===== src/rtl/sd_req_arbiter_if.sv =====
`default_nettype none
// +-----------------------------------------------------------------------------+
// | sd_req_arbiter_if : SD sector channel of the SPI user I/O block              |
// | Rev 1.0                                                                      |
// +-----------------------------------------------------------------------------+
interface sd_req_arbiter_if;
    logic [31:0] sd_lba;
    logic        sd_rd;
    logic        sd_wr;
    logic        sd_ack;
    logic [7:0]  sd_dout;
    logic        sd_dout_strobe;
    logic [7:0]  sd_din;
    logic        sd_din_strobe;

    modport master (
        output sd_lba, sd_rd, sd_wr, sd_din,
        input  sd_ack, sd_dout, sd_dout_strobe, sd_din_strobe
    );

    modport slave (
        input  sd_lba, sd_rd, sd_wr, sd_din,
        output sd_ack, sd_dout, sd_dout_strobe, sd_din_strobe
    );
endinterface
`default_nettype wire


===== src/rtl/sd_req_arbiter.sv =====
`default_nettype none
// +-----------------------------------------------------------------------------+
// | sd_req_arbiter : round-robin sharing of the SD sector channel between NREQ   |
// | requesters, with SPI-domain handshake sync and an acknowledge watchdog.      |
// | Rev 1.0                                                                      |
// +-----------------------------------------------------------------------------+
module sd_req_arbiter #(
    parameter int          NREQ    = 2,
    parameter logic [23:0] TIMEOUT = 24'd12000000
) (
    input  logic               clk_sys,
    input  logic               reset_n,
    input  logic [NREQ-1:0]    req_rd,
    input  logic [NREQ-1:0]    req_wr,
    input  logic [32*NREQ-1:0] req_lba,
    output logic [NREQ-1:0]    req_done,
    output logic [NREQ-1:0]    req_err,
    output logic [NREQ-1:0]    gnt,
    output logic [8:0]         buf_addr,
    output logic [7:0]         buf_dout,
    output logic               buf_we,
    input  logic [8*NREQ-1:0]  buf_din,
    sd_req_arbiter_if.master   sd
);

    localparam int              c_IW  = (NREQ > 2) ? 2 : 1;
    localparam logic [NREQ-1:0] c_ONE = {{(NREQ-1){1'b0}}, 1'b1};

    typedef enum logic [1:0] {
        S_IDLE = 2'd0,
        S_REQ  = 2'd1,
        S_XFER = 2'd2,
        S_DONE = 2'd3
    } state_t;

    state_t          r_state;
    logic [c_IW-1:0] r_idx;
    logic [c_IW-1:0] r_ptr;
    logic [NREQ-1:0] r_gnt;
    logic [NREQ-1:0] r_req_done;
    logic [NREQ-1:0] r_req_err;
    logic [31:0]     r_sd_lba;
    logic            r_sd_rd;
    logic            r_sd_wr;
    logic            r_is_wr;
    logic [7:0]      r_sd_din;
    logic [7:0]      r_buf_dout;
    logic            r_buf_we;
    logic [8:0]      r_buf_addr;
    logic [10:0]     r_count;
    logic [23:0]     r_wdog;

    logic [2:0]      r_ack_s;
    logic [2:0]      r_dstb_s;
    logic [2:0]      r_istb_s;
    logic [7:0]      r_dout_s1;
    logic [7:0]      r_dout_s2;

    logic            w_ack_r;
    logic            w_ack_f;
    logic            w_dstb;
    logic            w_istb;
    logic [NREQ-1:0] w_pending;
    logic            w_any;
    logic [c_IW-1:0] w_sel;
    logic            w_cnt_inc;
    logic [10:0]     w_count_nx;
    logic            w_xfer_ok;
    logic [7:0]      w_buf_din;

    // Two flops for metastability, a third only to detect edges.
    always_ff @(posedge clk_sys or negedge reset_n) begin
        if (!reset_n) begin
            r_ack_s   <= '0;
            r_dstb_s  <= '0;
            r_istb_s  <= '0;
            r_dout_s1 <= '0;
            r_dout_s2 <= '0;
        end else begin
            r_ack_s   <= {r_ack_s[1:0],  sd.sd_ack};
            r_dstb_s  <= {r_dstb_s[1:0], sd.sd_dout_strobe};
            r_istb_s  <= {r_istb_s[1:0], sd.sd_din_strobe};
            r_dout_s1 <= sd.sd_dout;
            r_dout_s2 <= r_dout_s1;
        end
    end

    assign w_ack_r   =  r_ack_s[1]  & ~r_ack_s[2];
    assign w_ack_f   = ~r_ack_s[1]  &  r_ack_s[2];
    assign w_dstb    =  r_dstb_s[1] & ~r_dstb_s[2];
    assign w_istb    =  r_istb_s[1] & ~r_istb_s[2];
    assign w_pending = req_rd | req_wr;
    assign w_buf_din = buf_din[8*r_idx +: 8];

    // Lowest offset from the pointer wins, so iterate downward and let it overwrite.
    always_comb begin
        w_any = 1'b0;
        w_sel = '0;
        for (int k = NREQ - 1; k >= 0; k--) begin
            if (w_pending[(int'(r_ptr) + k) % NREQ]) begin
                w_any = 1'b1;
                w_sel = c_IW'((int'(r_ptr) + k) % NREQ);
            end
        end
    end

    // Reads stop counting at 512 so extra bytes are dropped; writes saturate.
    always_comb begin
        w_cnt_inc = 1'b0;
        if (r_state == S_XFER) begin
            if (r_is_wr) w_cnt_inc = w_istb && (r_count != 11'h7FF);
            else         w_cnt_inc = w_dstb && (r_count < 11'd512);
        end
    end

    assign w_count_nx = r_count + {10'd0, w_cnt_inc};
    assign w_xfer_ok  = r_is_wr ? (w_count_nx >= 11'd512) : (w_count_nx == 11'd512);

    always_ff @(posedge clk_sys or negedge reset_n) begin
        if (!reset_n) begin
            r_state    <= S_IDLE;
            r_idx      <= '0;
            r_ptr      <= '0;
            r_gnt      <= '0;
            r_req_done <= '0;
            r_req_err  <= '0;
            r_sd_lba   <= '0;
            r_sd_rd    <= 1'b0;
            r_sd_wr    <= 1'b0;
            r_is_wr    <= 1'b0;
            r_sd_din   <= '0;
            r_buf_dout <= '0;
            r_buf_we   <= 1'b0;
            r_buf_addr <= '0;
            r_count    <= '0;
            r_wdog     <= '0;
        end else begin
            r_buf_we   <= 1'b0;
            r_req_done <= '0;
            r_req_err  <= '0;
            if (r_buf_we) r_buf_addr <= r_buf_addr + 9'd1;
            case (r_state)
                S_IDLE: begin
                    if (w_any) begin
                        r_idx      <= w_sel;
                        r_gnt      <= c_ONE << w_sel;
                        r_sd_lba   <= req_lba[32*w_sel +: 32];
                        r_sd_rd    <= req_rd[w_sel];
                        r_sd_wr    <= ~req_rd[w_sel];
                        r_is_wr    <= ~req_rd[w_sel];
                        r_buf_addr <= '0;
                        r_count    <= '0;
                        r_wdog     <= '0;
                        r_state    <= S_REQ;
                    end
                end
                S_REQ: begin
                    r_wdog <= r_wdog + 24'd1;
                    if (w_ack_r) begin
                        r_sd_rd <= 1'b0;
                        r_sd_wr <= 1'b0;
                        r_state <= S_XFER;
                    end else if (r_wdog == TIMEOUT - 24'd1) begin
                        r_sd_rd   <= 1'b0;
                        r_sd_wr   <= 1'b0;
                        r_req_err <= r_gnt;
                        r_state   <= S_DONE;
                    end
                end
                S_XFER: begin
                    if (!r_is_wr && w_cnt_inc) begin
                        r_buf_dout <= r_dout_s2;
                        r_buf_we   <= 1'b1;
                    end
                    if (r_is_wr && w_istb) begin
                        r_sd_din   <= w_buf_din;
                        r_buf_addr <= r_buf_addr + 9'd1;
                    end
                    r_count <= w_count_nx;
                    if (w_ack_f) begin
                        if (w_xfer_ok) r_req_done <= r_gnt;
                        else           r_req_err  <= r_gnt;
                        r_state <= S_DONE;
                    end
                end
                S_DONE: begin
                    r_gnt   <= '0;
                    r_ptr   <= (r_idx == c_IW'(NREQ - 1)) ? '0 : r_idx + 1'b1;
                    r_state <= S_IDLE;
                end
                default: r_state <= S_IDLE;
            endcase
        end
    end

    assign gnt       = r_gnt;
    assign req_done  = r_req_done;
    assign req_err   = r_req_err;
    assign buf_addr  = r_buf_addr;
    assign buf_dout  = r_buf_dout;
    assign buf_we    = r_buf_we;
    assign sd.sd_lba = r_sd_lba;
    assign sd.sd_rd  = r_sd_rd;
    assign sd.sd_wr  = r_sd_wr;
    assign sd.sd_din = r_sd_din;

endmodule
`default_nettype wire


===== src/flat_wrapper.sv =====
// flat-port wrapper written by rule: the top's interface ports become plain ports
module sd_req_arbiter_flat 
#(
    parameter int          NREQ    = 2,
    parameter logic [23:0] TIMEOUT = 24'd12000000
)
  (clk_sys, reset_n, req_rd, req_wr, req_lba, req_done, req_err, gnt, buf_addr, buf_dout, buf_we, buf_din, sd_sd_lba, sd_sd_rd, sd_sd_wr, sd_sd_din, sd_sd_ack, sd_sd_dout, sd_sd_dout_strobe, sd_sd_din_strobe);
  sd_req_arbiter_if sd_i ();
  input  logic clk_sys;
  input  logic reset_n;
  input  logic [NREQ-1:0] req_rd;
  input  logic [NREQ-1:0] req_wr;
  input  logic [32*NREQ-1:0] req_lba;
  output logic [NREQ-1:0] req_done;
  output logic [NREQ-1:0] req_err;
  output logic [NREQ-1:0] gnt;
  output logic [8:0] buf_addr;
  output logic [7:0] buf_dout;
  output logic buf_we;
  input  logic [8*NREQ-1:0] buf_din;
  output wire logic [$bits(sd_i.sd_lba)-1:0] sd_sd_lba;
  output wire logic [$bits(sd_i.sd_rd)-1:0] sd_sd_rd;
  output wire logic [$bits(sd_i.sd_wr)-1:0] sd_sd_wr;
  output wire logic [$bits(sd_i.sd_din)-1:0] sd_sd_din;
  input wire logic [$bits(sd_i.sd_ack)-1:0] sd_sd_ack;
  input wire logic [$bits(sd_i.sd_dout)-1:0] sd_sd_dout;
  input wire logic [$bits(sd_i.sd_dout_strobe)-1:0] sd_sd_dout_strobe;
  input wire logic [$bits(sd_i.sd_din_strobe)-1:0] sd_sd_din_strobe;
  assign sd_sd_lba = sd_i.sd_lba;
  assign sd_sd_rd = sd_i.sd_rd;
  assign sd_sd_wr = sd_i.sd_wr;
  assign sd_sd_din = sd_i.sd_din;
  assign sd_i.sd_ack = sd_sd_ack;
  assign sd_i.sd_dout = sd_sd_dout;
  assign sd_i.sd_dout_strobe = sd_sd_dout_strobe;
  assign sd_i.sd_din_strobe = sd_sd_din_strobe;
  sd_req_arbiter #(.NREQ(NREQ), .TIMEOUT(TIMEOUT)) u_core (.clk_sys(clk_sys), .reset_n(reset_n), .req_rd(req_rd), .req_wr(req_wr), .req_lba(req_lba), .req_done(req_done), .req_err(req_err), .gnt(gnt), .buf_addr(buf_addr), .buf_dout(buf_dout), .buf_we(buf_we), .buf_din(buf_din), .sd(sd_i));
endmodule

===== config.mk =====
export PLATFORM = sky130hd
export DESIGN_NAME = sd_req_arbiter_flat
export DESIGN_NICKNAME = d
export VERILOG_FILES = /design/src/rtl/sd_req_arbiter_if.sv /design/src/rtl/sd_req_arbiter.sv /design/src/flat_wrapper.sv
export SDC_FILE = /design/constraint.sdc
export NUM_CORES = 1
export LEC_CHECK = 0
export CELL_PAD_IN_SITES_DETAIL_PLACEMENT = 1
export CELL_PAD_IN_SITES_GLOBAL_PLACEMENT = 2
export CORE_ASPECT_RATIO = 1.1
export CORE_MARGIN = 2
export CORE_UTILIZATION = 32
export DETAILED_ROUTE_END_ITERATION = 8
export HOLD_SLACK_MARGIN = 0.12
export PLACE_DENSITY = 0.81
export SLEW_MARGIN = 20
export SYNTH_ARGS = -nofsm -noshare
export SYNTH_HDL_FRONTEND = slang
export SYNTH_SLANG_ARGS = --single-unit

===== constraint.sdc =====
create_clock -name clk_sys -period 4.9 [get_ports clk_sys]
set_input_delay 0.98 -clock clk_sys [delete_from_list [all_inputs] [get_ports clk_sys]]
set_output_delay 0.98 -clock clk_sys [all_outputs]
set_load 0.02 [all_outputs]

# Word level (Yosys, flattened, before mapping)
# Cells that the tools add are included.
# totals
register_bits	131
inputBits	97
out_inout_bits	66
wordCells	117
# classes
n_addsub	5
magnitude_cmp	5
n_eq_ne	9
n_shift	3
n_mux	46
bitwise_logic	11
n_reduce_logical	17
# ops
cell	n
64-bit by 7-bit variable part select with 32-bit output	1
24-bit one-hot mux with 2 select lines	1
9-bit two-way mux	3
24-bit by 1-bit adder with 24-bit output (second input constant)	1
24-bit equality test (second input constant)	1
2-bit two-way mux	12
24-bit two-way mux	1
11-bit one-hot mux with 2 select lines	1
1-bit two-way mux	21
9-bit one-hot mux with 2 select lines	1
16-bit by 5-bit variable part select with 8-bit output	1
2-bit AND reduction	6
11-bit by 1-bit adder with 11-bit output	1
11-bit by 10-bit equality test with 1-bit output (second input constant)	1
11-bit by 10-bit >= comparator with 1-bit output (second input constant)	1
11-bit by 10-bit < comparator with 1-bit output (second input constant)	1
11-bit two-way mux	1
11-bit != test (second input constant)	1
9-bit by 1-bit adder with 9-bit output (second input constant)	1
2-bit one-hot mux with 2 select lines	2
2-bit one-hot mux with 4 select lines	1
3-bit AND reduction	2
2-bit nonzero test	3
1-bit inverter	5
15 further kinds	26

# Longest topological paths before layout
# depth
word_depth	12
depth_mapped	15
ltp_nobuf	13

# Worst setup path before layout
# Ideal clock, no wire load.
# synth_timing
path_type	register -> register
from	register u_core.r_state[0]
to	register u_core.r_req_err[0] (netlist: u_core.req_err[0])
setup_ps	141
arrival_time_ps	3199
t_required_ps	4759
setup_slack_ps	1560
stages_incl_launch_ff	16
path_buffers	3
period_less_slack_ps	3340
path_cell_list	dfrtp_1 -> inv_1 -> ha_1 -> clkbuf_1 -> inv_1 -> or2_2 -> clkbuf_1 -> clkbuf_1 -> a21oi_1 -> ha_1 -> ha_1 -> nand2_1 -> nor3_1 -> xor2_1 -> o311ai_0 -> a21boi_0
# synth_between
elab_chain_cells	8
word_cells_on_any_way	10
cone_classes	add/sub: 1; order compare: 1; eq/ne: 3; mux: 5
# synth_rtl
item	line	source
from (decl)	sd_req_arbiter.sv:36	state_t r_state;
from (signal assigned)	sd_req_arbiter.sv:121	r_state <= S_IDLE;
from (signal assigned)	sd_req_arbiter.sv:154	r_state <= S_REQ;
from (signal assigned)	sd_req_arbiter.sv:162	r_state <= S_XFER;
2-bit equality test	sd_req_arbiter.sv:110, sd_req_arbiter.sv:142	
1-bit two-way mux	sd_req_arbiter.sv:110	if (r_state == S_XFER) begin
11-bit by 1-bit adder with 11-bit output	sd_req_arbiter.sv:116	assign w_count_nx = r_count + {10'd0, w_cnt_inc};
11-bit by 10-bit >= comparator with 1-bit output or 11-bit by 10-bit equality test with 1-bit output (tied branches)	sd_req_arbiter.sv:117	assign w_xfer_ok = r_is_wr ? (w_count_nx >= 11'd512) : (w_count_nx == 11'd512);
1-bit two-way mux	sd_req_arbiter.sv:117	
2-bit two-way mux	sd_req_arbiter.sv:181	if (w_xfer_ok) r_req_done <= r_gnt;
2-bit two-way mux	sd_req_arbiter.sv:180	if (w_ack_f) begin
2-bit one-hot mux with 2 select lines (*)	sd_req_arbiter.sv:142	case (r_state)
to (signal assigned)	sd_req_arbiter.sv:166	r_req_err <= r_gnt;
to (signal assigned)	sd_req_arbiter.sv:182	else r_req_err <= r_gnt;
to (decl)	sd_req_arbiter.sv:41	logic [NREQ-1:0] r_req_err;
# Every way passes the cells marked *; elsewhere a longest branch is shown, timed or not.
# A chain may end at the register's enable or synchronous reset.

# Worst setup path in the final report
# layout_timing
from	register u_core.r_state[0]
to	register u_core.r_req_err[1] (netlist: u_core.req_err[1])
# The elaborated chain is that of the path after synthesis.

==> results_dict.tcl <==
set metrics [dict create \
    hp-class "flop to flop" \
    drt_iter0_drc 348 \
    clockBufferDepth 2 \
    startpoint_type "flop" \
    synthTopCellsByArea "dfrtp_1 56%, a222oi_1 5.4%, xor2_1 2.8%" \
    multi_input_area_sq_um 2320 \
    syn-cell-area_sq_um 5890 \
    final_core_util 0.455 \
    cts_sinks 131 \
    reg2reg_depth 14 \
    path_common_cell "ha_1" \
    numCtsBuffers 17 \
    finalCritPeriodShare 0.828 \
    synthDistinctLibCells 56 \
    seq_area_frac_synth 0.557 \
    post-dp-hpwl_mm 12.7 \
    place.gp.congestion 0.824 \
    drtPass1Iterations 6 \
    drv_cap 0 \
    critPathCaptureType "flop" \
    grt_pass1_vias 5630 \
    use_met2 0.331 \
    power_density_nw_per_um2 548 \
    worst_ep_required_time_ns 5.18 \
    grt_busiest_layer "met2" \
    max_stage_delay_ns 0.43 \
    fmax_mhz 247 \
    synth_edf_count 0 \
    slowest_stage "nand3b_1" \
    ctsResizeCount 0 \
    finalHoldViolCount 0 \
    post-route-drc-count 0 \
    p_leak_nw 3.67 \
    grt_pass1_wl_mm 29.4 \
    cts_root_buf "clkbuf_16" \
    ir_drop_uv 322 \
    worstSkewPairLatency_ns 0.43 \
    rsz0062_at_grt "false" \
    whs_path_depth 0 \
    path_max_fanout 18 \
    grt.overflow.total 0 \
    grt_use_met1 0.217 \
    finalNetCount 802 \
    io_pins 163 \
    synth-seq-cells 131 \
    min-delay-start "u_core.r_dout_s1[3]" \
    syn_avg_cell_area_sq_um 10.8 \
    chipHeight_microns 146 \
    place_ws_ns 0.868 \
    synth.cells.most_frequent "131 x dfrtp_1, 42 x inv_1, 33 x nor2_1" \
    setup_viol 0 \
    dieArea_sq_um 19500 \
    postSynth.asyncResetShare 1.00 \
    io_buffers 162 \
    clk_pin_slew_worst_paths_ns 0.07 \
    outcome "finished clean" \
    crit_arrival_ns 4.34 \
    seq_area_sq_um 3280 \
    hold_buffers 0 \
    min_period_ns 4.06 \
    core_sq_um 18200 \
    postRouteAntennaNets 0 \
    initial_core_util 0.323 \
    n_fill_cell 1987 \
    num_rows 52 \
    crit_family "simple AND/OR/NAND/NOR gates" \
    fin_ws_ns 0.844 \
    tightest_slew_ns 0.795 \
    reg2reg_from "u_core.r_state[0]" \
    yosysTopAreaCellShare 0.557 \
    antenna_found_initial 0 \
    vias 5077 \
    hold_end "u_core.r_dout_s2[3]" \
    yosys.cell_count.top_type "dfrtp_1" \
    wire_per_inst_microns 18.6 \
    drt_wl_total_mm 17.7 \
    timing.slew.headroom 0.466 \
    syn-num-nets 648 \
    grt_max_degree 59 \
    reg2reg_slack_ns 0.84 \
    drive_gt1_frac 0.0915 \
    finalSetupTns_ns 0 \
    drv_slew 0 \
    die_width_microns 133 \
    synth_ff_type "dfrtp_1" \
    path_cells "inv_1 -> ha_1 -> buf_4 -> inv_1 -> nor4_1 -> nand3b_1 -> a21oi_1 -> ha_1 -> ha_1 -> nand2_1 -> nor3_1 -> xor2_1 -> o311ai_0 -> a21boi_0" \
    synth_warnings 0 \
    drt-vias-per-instance 5.33 \
    post-cts-setup-buffers 0 \
    reg2reg_to "u_core.req_err[1]" \
    cts_tree "built" \
    crit_buf_inv 3 \
    met3_usage 0.0708 \
    skew_ns 0.00877 \
    path_class "flop to flop" \
    postSynthCellCount 543 \
    yosys.area.top_type "dfrtp_1" \
    antenna_cells 0 \
    cts.htree.levels 4 \
    grtUsageTotal 0.191 \
    area_delta_synth_final_pct 40.9 \
]
-- cells in the final DEF, fill, tap and decap left out, types with 3 or more instances in the layout --
cell,Yosys,layout
dfrtp_1,131,131
inv_8,0,3
o31ai_1,8,8
ha_1,8,8
a32o_1,3,3
o21ai_0,31,30
nor4_1,4,4
nand3_1,19,19
and3_1,10,10
inv_6,0,6
buf_4,0,8
a21oi_1,28,28
a311oi_1,7,7
clkdlybuf4s50_1,0,161
clkbuf_16,0,17
mux2_2,9,9
nor3_1,7,6
mux2i_1,8,8
inv_1,42,42
nand2_1,29,29
xor2_1,19,19
or2_2,8,8
nand4_1,13,13
and4_1,6,6
nor2b_1,4,4
a222oi_1,32,32
xnor2_1,3,3
nor2_1,33,33
a21o_1,4,4
-- worst register-to-register path: cells and delay by family (launching register included) --
kind            cells  cell delay, ns
simple gates        4            1.21
fa+ha+maj           3            0.76
flops               1            0.40
buf+inv             3            0.51
xor+xnor            1            0.14
compound gates      3            0.90
-- cell type report --
class                   instances  share of cell area
multi-input cells             336               0.279
clock buffers                  17              0.0513
clock inverters                15              0.0169
well taps                     243              0.0367
inverters                      42              0.0190
flip-flops and latches        131               0.395
repair buffers                169               0.202
-- routing by layer --
layer,vias up,share of wire
li1,2310,-
met1,2579,0.39
met2,164,0.51
met3,24,0.078
met4,0,0.015
met5,-,0
-- stage by stage --
| stage | area (sq um) | instances | total power, mW | hold slack, ns |
|---|---|---|---|---|
| after floorplan | 5890 | 543 | 2.53 | 0.331 |
| final | 8300 | 953 | 4.55 | 0.346 |
| after CTS | 8300 | 953 | 4.60 | 0.350 |
| after global routing | 8300 | 953 | 4.83 | 0.355 |
| after global placement | 7730 | 921 | 3.29 | 0.335 |
| after detailed placement | 7730 | 921 | 3.35 | 0.336 |
-- worst max-delay path by stage --
| stage | startpoint | to | slack, ns | cells past startpoint |
|---|---|---|---|---|
| floorplan | u_core.r_state[0] | u_core.req_err[0] | 1.56 | 15 |
| global route | u_core.r_state[0] | u_core.req_err[1] | 0.59 | 14 |
| finish | u_core.r_state[0] | u_core.req_err[1] | 0.84 | 14 |
| detailed placement | req_wr[1] | u_core.buf_addr[3] | 0.87 | 6 |
| CTS | u_core.r_state[0] | u_core.req_err[1] | 0.89 | 14 |
| global placement | req_wr[1] | u_core.buf_addr[0] | 1.07 | 6 |
-- logic make-up after synthesis --
| family | Yosys count | synth area share |
|---|---|---|
| fa+ha+maj | 8 | 0.0170 |
| mux | 17 | 0.0308 |
| buf+inv | 76 | 0.0504 |
| flops | 131 | 0.557 |
| xor+xnor | 22 | 0.0327 |
| simple gates | 151 | 0.138 |
| compound gates | 138 | 0.174 |
-- registers in the layout, summed over array words and instances (netlist names), 2 cells and up --
signal / flops
u_core.r_wdog: 24
u_core.buf_dout: 8
u_core.r_istb_s: 3
u_core.sd.sd_lba: 32
u_core.r_count: 11
u_core.gnt: 2
u_core.sd.sd_din: 8
u_core.r_ack_s: 3
u_core.req_done: 2
u_core.r_dout_s1: 8
u_core.r_dstb_s: 3
u_core.req_err: 2
u_core.r_dout_s2: 8
u_core.r_state: 2
u_core.buf_addr: 9
-- report_power, final --
part	total (mW)	switching, mW	internal [mW]
sequential	1.56	0.210	1.35
clock	1.22	0.555	0.670
combinational	1.77	0.987	0.779
Power figures use the tool's default switching activity.
